### src/rtl/muldiv_pkg.sv
// Shared definitions for the multiply/divide unit: op and state encodings,
// the iteration count and an operand magnitude helper.
package muldiv_pkg;

    typedef enum logic [1:0] {
        OP_MULT  = 2'b00,
        OP_MULTU = 2'b01,
        OP_DIV   = 2'b10,
        OP_DIVU  = 2'b11
    } op_e;

    typedef enum logic [1:0] {
        ST_IDLE = 2'b00,
        ST_CALC = 2'b01,
        ST_FIX  = 2'b10
    } state_e;

    localparam int         ITER_COUNT = 32;
    localparam logic [4:0] CNT_LAST   = 5'(ITER_COUNT - 1);

    // Bit 1 of the op selects divide, bit 0 selects unsigned.
    function automatic logic op_is_div(input logic [1:0] op);
        return op[1];
    endfunction

    function automatic logic op_is_signed(input logic [1:0] op);
        return ~op[0];
    endfunction

    function automatic logic [31:0] mag32(input logic [31:0] v, input logic neg);
        return neg ? (~v + 32'd1) : v;
    endfunction

endpackage

### src/rtl/muldiv_div_step.sv
// One restoring divide iteration: shift in the next dividend bit, trial
// subtract the divisor, keep the difference only when it does not borrow.
module muldiv_div_step (
    input  logic [31:0] i_rem,
    input  logic        i_bit,
    input  logic [31:0] i_divisor,
    output logic [31:0] o_rem,
    output logic        o_qbit
);

    logic [32:0] w_shift;
    logic [32:0] w_diff;

    always_comb begin
        w_shift = {i_rem, i_bit};
        w_diff  = w_shift - {1'b0, i_divisor};
        o_qbit  = ~w_diff[32];
        o_rem   = w_diff[32] ? w_shift[31:0] : w_diff[31:0];
    end

endmodule

### src/rtl/muldiv_unit.sv
// Iterative 32-bit multiply/divide unit with HI/LO result registers.
// Optional MULDIV_FAST_MUL_EN: single-cycle combinational multiply path.
//
// state   | meaning
// IDLE    | waiting for start; MTHI/MTLO writes accepted here
// CALC    | 32 shift-add / shift-subtract iterations on magnitudes
// FIX     | sign correction, divide-by-zero override, write HI/LO
module muldiv_unit
    import muldiv_pkg::*;
#(
    parameter int DATA_W = 32
) (
    input  logic              clk,
    input  logic              rst,
    input  logic              start,
    input  logic [1:0]        op,
    input  logic [DATA_W-1:0] rsData,
    input  logic [DATA_W-1:0] rtData,
    input  logic              hiWe,
    input  logic              loWe,
    output logic              busy,
    output logic              done,
    output logic              divByZero,
    output logic [DATA_W-1:0] hi,
    output logic [DATA_W-1:0] lo
);

    state_e      r_state;
    state_e      w_next;
    logic [4:0]  r_cnt;
    logic [1:0]  r_op;
    logic        r_sign_a;
    logic        r_sign_b;
    logic        r_b_zero;
    logic [31:0] r_rs;
    logic [31:0] r_opnd;
    logic [63:0] r_prod;

    logic        w_accept;
    logic        w_iter;
    logic        w_fix;
    logic        w_mtx;
    logic        w_in_signed;
    logic [31:0] w_mag_a;
    logic [31:0] w_mag_b;
    logic [32:0] w_mul_sum;
    logic [63:0] w_mul_next;
    logic [31:0] w_div_rem;
    logic        w_qbit;
    logic [63:0] w_div_next;
    logic [63:0] w_mul_res;
    logic [31:0] w_quo_fix;
    logic [31:0] w_rem_fix;

    always_ff @(posedge clk) begin
        if (rst) r_state <= ST_IDLE;
        else     r_state <= w_next;
    end

    always_comb begin
        w_next = r_state;
        case (r_state)
            ST_IDLE: begin
                if (start) begin
`ifdef MULDIV_FAST_MUL_EN
                    w_next = op_is_div(op) ? ST_CALC : ST_FIX;
`else
                    w_next = ST_CALC;
`endif
                end
            end
            ST_CALC: if (r_cnt == CNT_LAST) w_next = ST_FIX;
            ST_FIX:  w_next = ST_IDLE;
            default: w_next = ST_IDLE;
        endcase
    end

    always_comb begin
        busy     = (r_state != ST_IDLE);
        w_accept = (r_state == ST_IDLE) && start;
        w_mtx    = (r_state == ST_IDLE) && !start;
        w_iter   = (r_state == ST_CALC);
        w_fix    = (r_state == ST_FIX);
    end

    // Multiply holds the multiplicand in r_opnd, the multiplier in r_prod[31:0];
    // divide holds the divisor in r_opnd, the dividend in r_prod[31:0].
    always_comb begin
        w_in_signed = op_is_signed(op);
        w_mag_a     = mag32(rsData, w_in_signed & rsData[31]);
        w_mag_b     = mag32(rtData, w_in_signed & rtData[31]);
        w_mul_sum   = {1'b0, r_prod[63:32]} + {1'b0, (r_prod[0] ? r_opnd : 32'd0)};
        w_mul_next  = {w_mul_sum, r_prod[31:1]};
        w_div_next  = {w_div_rem, r_prod[30:0], w_qbit};
    end

    muldiv_div_step u_div_step (
        .i_rem     (r_prod[63:32]),
        .i_bit     (r_prod[31]),
        .i_divisor (r_opnd),
        .o_rem     (w_div_rem),
        .o_qbit    (w_qbit)
    );

`ifdef MULDIV_FAST_MUL_EN
    logic [31:0] r_rt;
    logic [63:0] w_ext_a;
    logic [63:0] w_ext_b;

    always_ff @(posedge clk) begin
        if (rst)           r_rt <= '0;
        else if (w_accept) r_rt <= rtData;
    end

    // Sign/zero extension to 64 bits makes one truncated product serve both.
    always_comb begin
        w_ext_a   = {{32{op_is_signed(r_op) & r_rs[31]}}, r_rs};
        w_ext_b   = {{32{op_is_signed(r_op) & r_rt[31]}}, r_rt};
        w_mul_res = w_ext_a * w_ext_b;
    end
`else
    always_comb begin
        w_mul_res = (r_sign_a ^ r_sign_b) ? (~r_prod + 64'd1) : r_prod;
    end
`endif

    always_comb begin
        w_quo_fix = (r_sign_a ^ r_sign_b) ? (~r_prod[31:0] + 32'd1) : r_prod[31:0];
        w_rem_fix = r_sign_a ? (~r_prod[63:32] + 32'd1) : r_prod[63:32];
    end

    always_ff @(posedge clk) begin
        if (rst) begin
            r_cnt     <= '0;
            r_op      <= OP_MULT;
            r_sign_a  <= 1'b0;
            r_sign_b  <= 1'b0;
            r_b_zero  <= 1'b0;
            r_rs      <= '0;
            r_opnd    <= '0;
            r_prod    <= '0;
            hi        <= '0;
            lo        <= '0;
            done      <= 1'b0;
            divByZero <= 1'b0;
        end else begin
            done <= w_fix;
            if (w_accept) begin
                r_op      <= op;
                r_sign_a  <= w_in_signed & rsData[31];
                r_sign_b  <= w_in_signed & rtData[31];
                r_b_zero  <= (rtData == '0);
                r_rs      <= rsData;
                r_opnd    <= op_is_div(op) ? w_mag_b : w_mag_a;
                r_prod    <= {32'd0, (op_is_div(op) ? w_mag_a : w_mag_b)};
                r_cnt     <= '0;
                divByZero <= 1'b0;
            end else if (w_iter) begin
                r_prod <= op_is_div(r_op) ? w_div_next : w_mul_next;
                r_cnt  <= r_cnt + 5'd1;
            end else if (w_fix) begin
                if (!op_is_div(r_op)) begin
                    hi <= w_mul_res[63:32];
                    lo <= w_mul_res[31:0];
                end else if (r_b_zero) begin
                    hi        <= r_rs;
                    lo        <= '1;
                    divByZero <= 1'b1;
                end else begin
                    hi <= w_rem_fix;
                    lo <= w_quo_fix;
                end
            end else if (w_mtx) begin
                if (hiWe) hi <= rsData;
                if (loWe) lo <= rsData;
            end
        end
    end

endmodule

### config.mk
export PLATFORM = sky130hd
export DESIGN_NAME = muldiv_unit
export DESIGN_NICKNAME = d
export VERILOG_FILES = /design/src/rtl/muldiv_pkg.sv /design/src/rtl/muldiv_div_step.sv /design/src/rtl/muldiv_unit.sv
export SDC_FILE = /design/constraint.sdc
export NUM_CORES = 1
export LEC_CHECK = 0
export CAP_MARGIN = 20
export CORE_MARGIN = 3
export CORE_UTILIZATION = 27
export CTS_CLUSTER_SIZE = 25
export DETAILED_ROUTE_END_ITERATION = 16
export PLACE_DENSITY = 0.49
export SLEW_MARGIN = 20
export SYNTH_ARGS = -nofsm -noshare
export SYNTH_HDL_FRONTEND = slang
export SYNTH_HIERARCHICAL = 1
export SYNTH_SLANG_ARGS = --single-unit
### constraint.sdc
create_clock -name clk -period 11.8 [get_ports clk]
set_input_delay 1.18 -clock clk [delete_from_list [all_inputs] [get_ports clk]]
set_output_delay 1.18 -clock clk [all_outputs]
set_load 0.05 [all_outputs]
==> impl_results.md <==
* Status: completed
* CTS Buf Count at 26
* Post-CTS Setup Repair Bufs at 0
* WS Path Type: register to register
* Final WL at 80000 µm
* CP startpoint kind: register
* Clk_lat worst skew at 0.58 ns
* FP Rows at 93
* Top Ports at 138
* Setup TNS Final at 0 ns
* Die W at 262 µm
* Total Nets Final at 2553
* Post_cts resized at 0
* Initial DRC Count at 1874
* Vias at 19000
* Flop pwr share at 31.3%
* Fmax at 0.231 GHz
* Seq/Total Area, Yosys at 23.3%
* Wire length per cell at 24.4 µm
* Syn Nets at 2537
* Port Buf Inserts at 137
* Async SR Flop Fraction at 0%
* Global-route wire length before repair at 117000 µm
* HP Start: r_rs[1]$_SDFFE_PP0P_
* Layout cells sized above 1 at 7.99%
* H-tree depth at 1
* RSZ-0062 raised after global routing: false
* Antenna viol nets, final at 0
* Hold Buf Count CTS at 0
* Max-cap violations at 0
* Clock buffer depth at 3
* Period utilization at 36.7%
* Most frequent cells in the layout: 303 x nand2_1, 234 x a21oi_1, 204 x dfxtp_1
* Post-synth EDFFs at 0
* CTS clk-pin slew, worst paths at 0.07 ns
* Chip Height at 262 µm
* Leakage at 0.00749 µW
* Switch share at 39.6%
* Slew headroom at 25.4%
* Largest fanout on the critical path at 24
* Pint at 1600 µW
* Comb power frac at 36.2%
* Initial antenna violation count at 6
* Main flop type after synthesis: dfxtp_1
* Die area at 68400 µm²
* Synth Instances at 2394
* PnR Total Power at 2650 µW
* CTS tree: yes
* Commonest non-fill, non-tap cell in the layout: nand2_1
* Gpl congestion at 0.966
* Clock share of power at 32.5%
* Initial Utilization at 27.3%
* Final hold violation count at 0
* Footprint of the multi-input gates at 12500 µm²
* Worst clock skew at 0.0123 ns
* Drt drc at 0
* Clock sinks at 205
* Syn Area/Cell at 7.36 µm²
* Fill cell count at 6992
* Vias per cell at 5.79
* Final Setup Violations at 0
* Max IR drop VDD at 0.0821 mV
* P&R area growth vs syn at 16.4%
* Pre-Repair DR Iteration Count at 6
* Root Driver: clkbuf_16
* Worst EP required at 12.27 ns
* Worst setup startpoint: r_prod[31]$_SDFFE_PP0P_
* CP arrival at 4.81 ns
* Synth area leaders: dfxtp_1 23%, a21oi_1 6.6%, nand2_1 6.5%
* Slew @ Worst Pin at 1.11 ns
* Critical path capture point type: register
* YS warnings at 6
* Unique cell type count in the Yosys netlist at 98
* Top cell type's share of synthesized area at 23.3%
* Hold Crit Class: register to register
* GR Overflow Total at 0
* Tmin final at 4.34 ns
* Mapped Area at 17600 µm²
* Reg area at 4110 µm²
* DP Wirelength at 60800 µm
* Worst R2R Start: r_prod[31]$_SDFFE_PP0P_
* Vias in the first global route at 17800
* Total GRT Usage at 22.4%
* Core footprint at 64500 µm²
* Largest net degree at the start of global routing at 80
* Switching power at 1050 µW
* Flops & latches, synth at 205
* PwrDens at 129 nW/µm²
* Slew Limit Fails at 0
* Largest area contributor in the netlist: dfxtp_1
* Final Util at 31.8%
==> Yosys cell counts (24+ instances only) <==
| cell | number |
|---|---|
| clkbuf_1 | 151 |
| a31oi_1 | 33 |
| nor4_1 | 27 |
| ha_1 | 70 |
| a211oi_1 | 32 |
| o221a_2 | 24 |
| o21ai_0 | 154 |
| o31ai_1 | 28 |
| a221oi_1 | 27 |
| a21oi_1 | 234 |
| nand2_1 | 303 |
| inv_1 | 67 |
| mux2i_1 | 53 |
| and2_1 | 41 |
| nor2_1 | 176 |
| o211ai_1 | 45 |
| a21o_1 | 26 |
| xor2_1 | 89 |
| dfxtp_1 | 205 |
| nand3_1 | 61 |
| xnor2_1 | 79 |
| or3_1 | 32 |
| nor3_1 | 64 |
==> layout make-up <==
class	instances	area share (%)
Multi-Input combinational cell	1933	61.0
Sequential cell	205	20.0
Timing Repair Buffer	175	8.04
Tap cell	855	5.21
Clock buffer	35	3.53
Inverter	69	1.30
Clock inverter	12	0.878
Antenna cell	1	0.0122
==> cell families (layout without fill, tap and decap cells) <==
logic type	after synthesis	count (layout)	synth area share, %
AND/OR/NAND/NOR	840	840	22.8
AO/OA/AOI/OAI	764	764	28.5
flip-flops	205	205	23.3
buffers and inverters	256	291	6.10
XOR/XNOR	168	168	8.35
other	0	1	0
multiplexers	89	89	5.78
adder cells (fa/ha/maj)	72	72	5.20
==> path summary, 6_finish.rpt <==
check                                                to  slack, ns  cells after the start
worst max register to register  r_prod[56]$_SDFFE_PP0P_       7.46                     16
worst max-delay path            r_prod[56]$_SDFFE_PP0P_       7.46                     16
worst min-delay path               r_rs[1]$_SDFFE_PP0P_       0.46                      2
worst min register to register     r_rs[1]$_SDFFE_PP0P_       0.46                      2
==> worst max-delay path: stages, from the launching register on <==
cell and delay [ns]:
dfxtp_1 0.43, inv_1 0.07, ha_1 0.23, fa_1 0.42, and2b_1 0.27, o2111ai_2 0.14
a21oi_2 0.24, o2111ai_1 0.26, a211oi_2 0.35, nor2_4 0.11, mux2i_4 0.36, and2_4 0.32
inv_8 0.14, mux2_4 0.32, or3_1 0.34, o2111ai_1 0.11, nor2_1 0.06
==> power by group through the flow <==
stage / Sequential (µW) / Combinational, µW / Clock [µW]
after floorplan: 828 / 646 / 0
after global placement: 839 / 942 / 0
after detailed placement: 841 / 942 / 0
after CTS: 826 / 947 / 874
after global routing: 832 / 1030 / 900
final: 828 / 959 / 861
==> routing by layer <==
layer	up-vias	track usage [%]	part of all wire, %
met5	-	0	0
met4	0	8.33	4.1
met3	147	2.71	6.6
met2	759	37.3	47
met1	9266	29.7	42
li1	8832	-	-
==> state kept, by name, summed over array words and instances (netlist names) <==
name,cells
r_sign_b,1
divByZero,1
lo,32
r_rs,32
r_state,2
done,1
r_prod,64
r_sign_a,1
r_opnd,32
hi,32
r_cnt,5
r_op,1
r_b_zero,1
==> metrics by stage <==
stage	hold WS, ns	instance area, µm²	setup slack (ns)	instances
3_3_place_gp	0.442	19600	7.23	3237
3_5_place_dp	0.447	19600	7.10	3237
6_report	0.455	20500	7.46	3285
4_1_cts	0.454	20500	7.52	3284
5_1_grt	0.469	20500	7.27	3284
2_1_floorplan	0.431	17600	8.03	2394
Power figures use the tool's default switching activity.
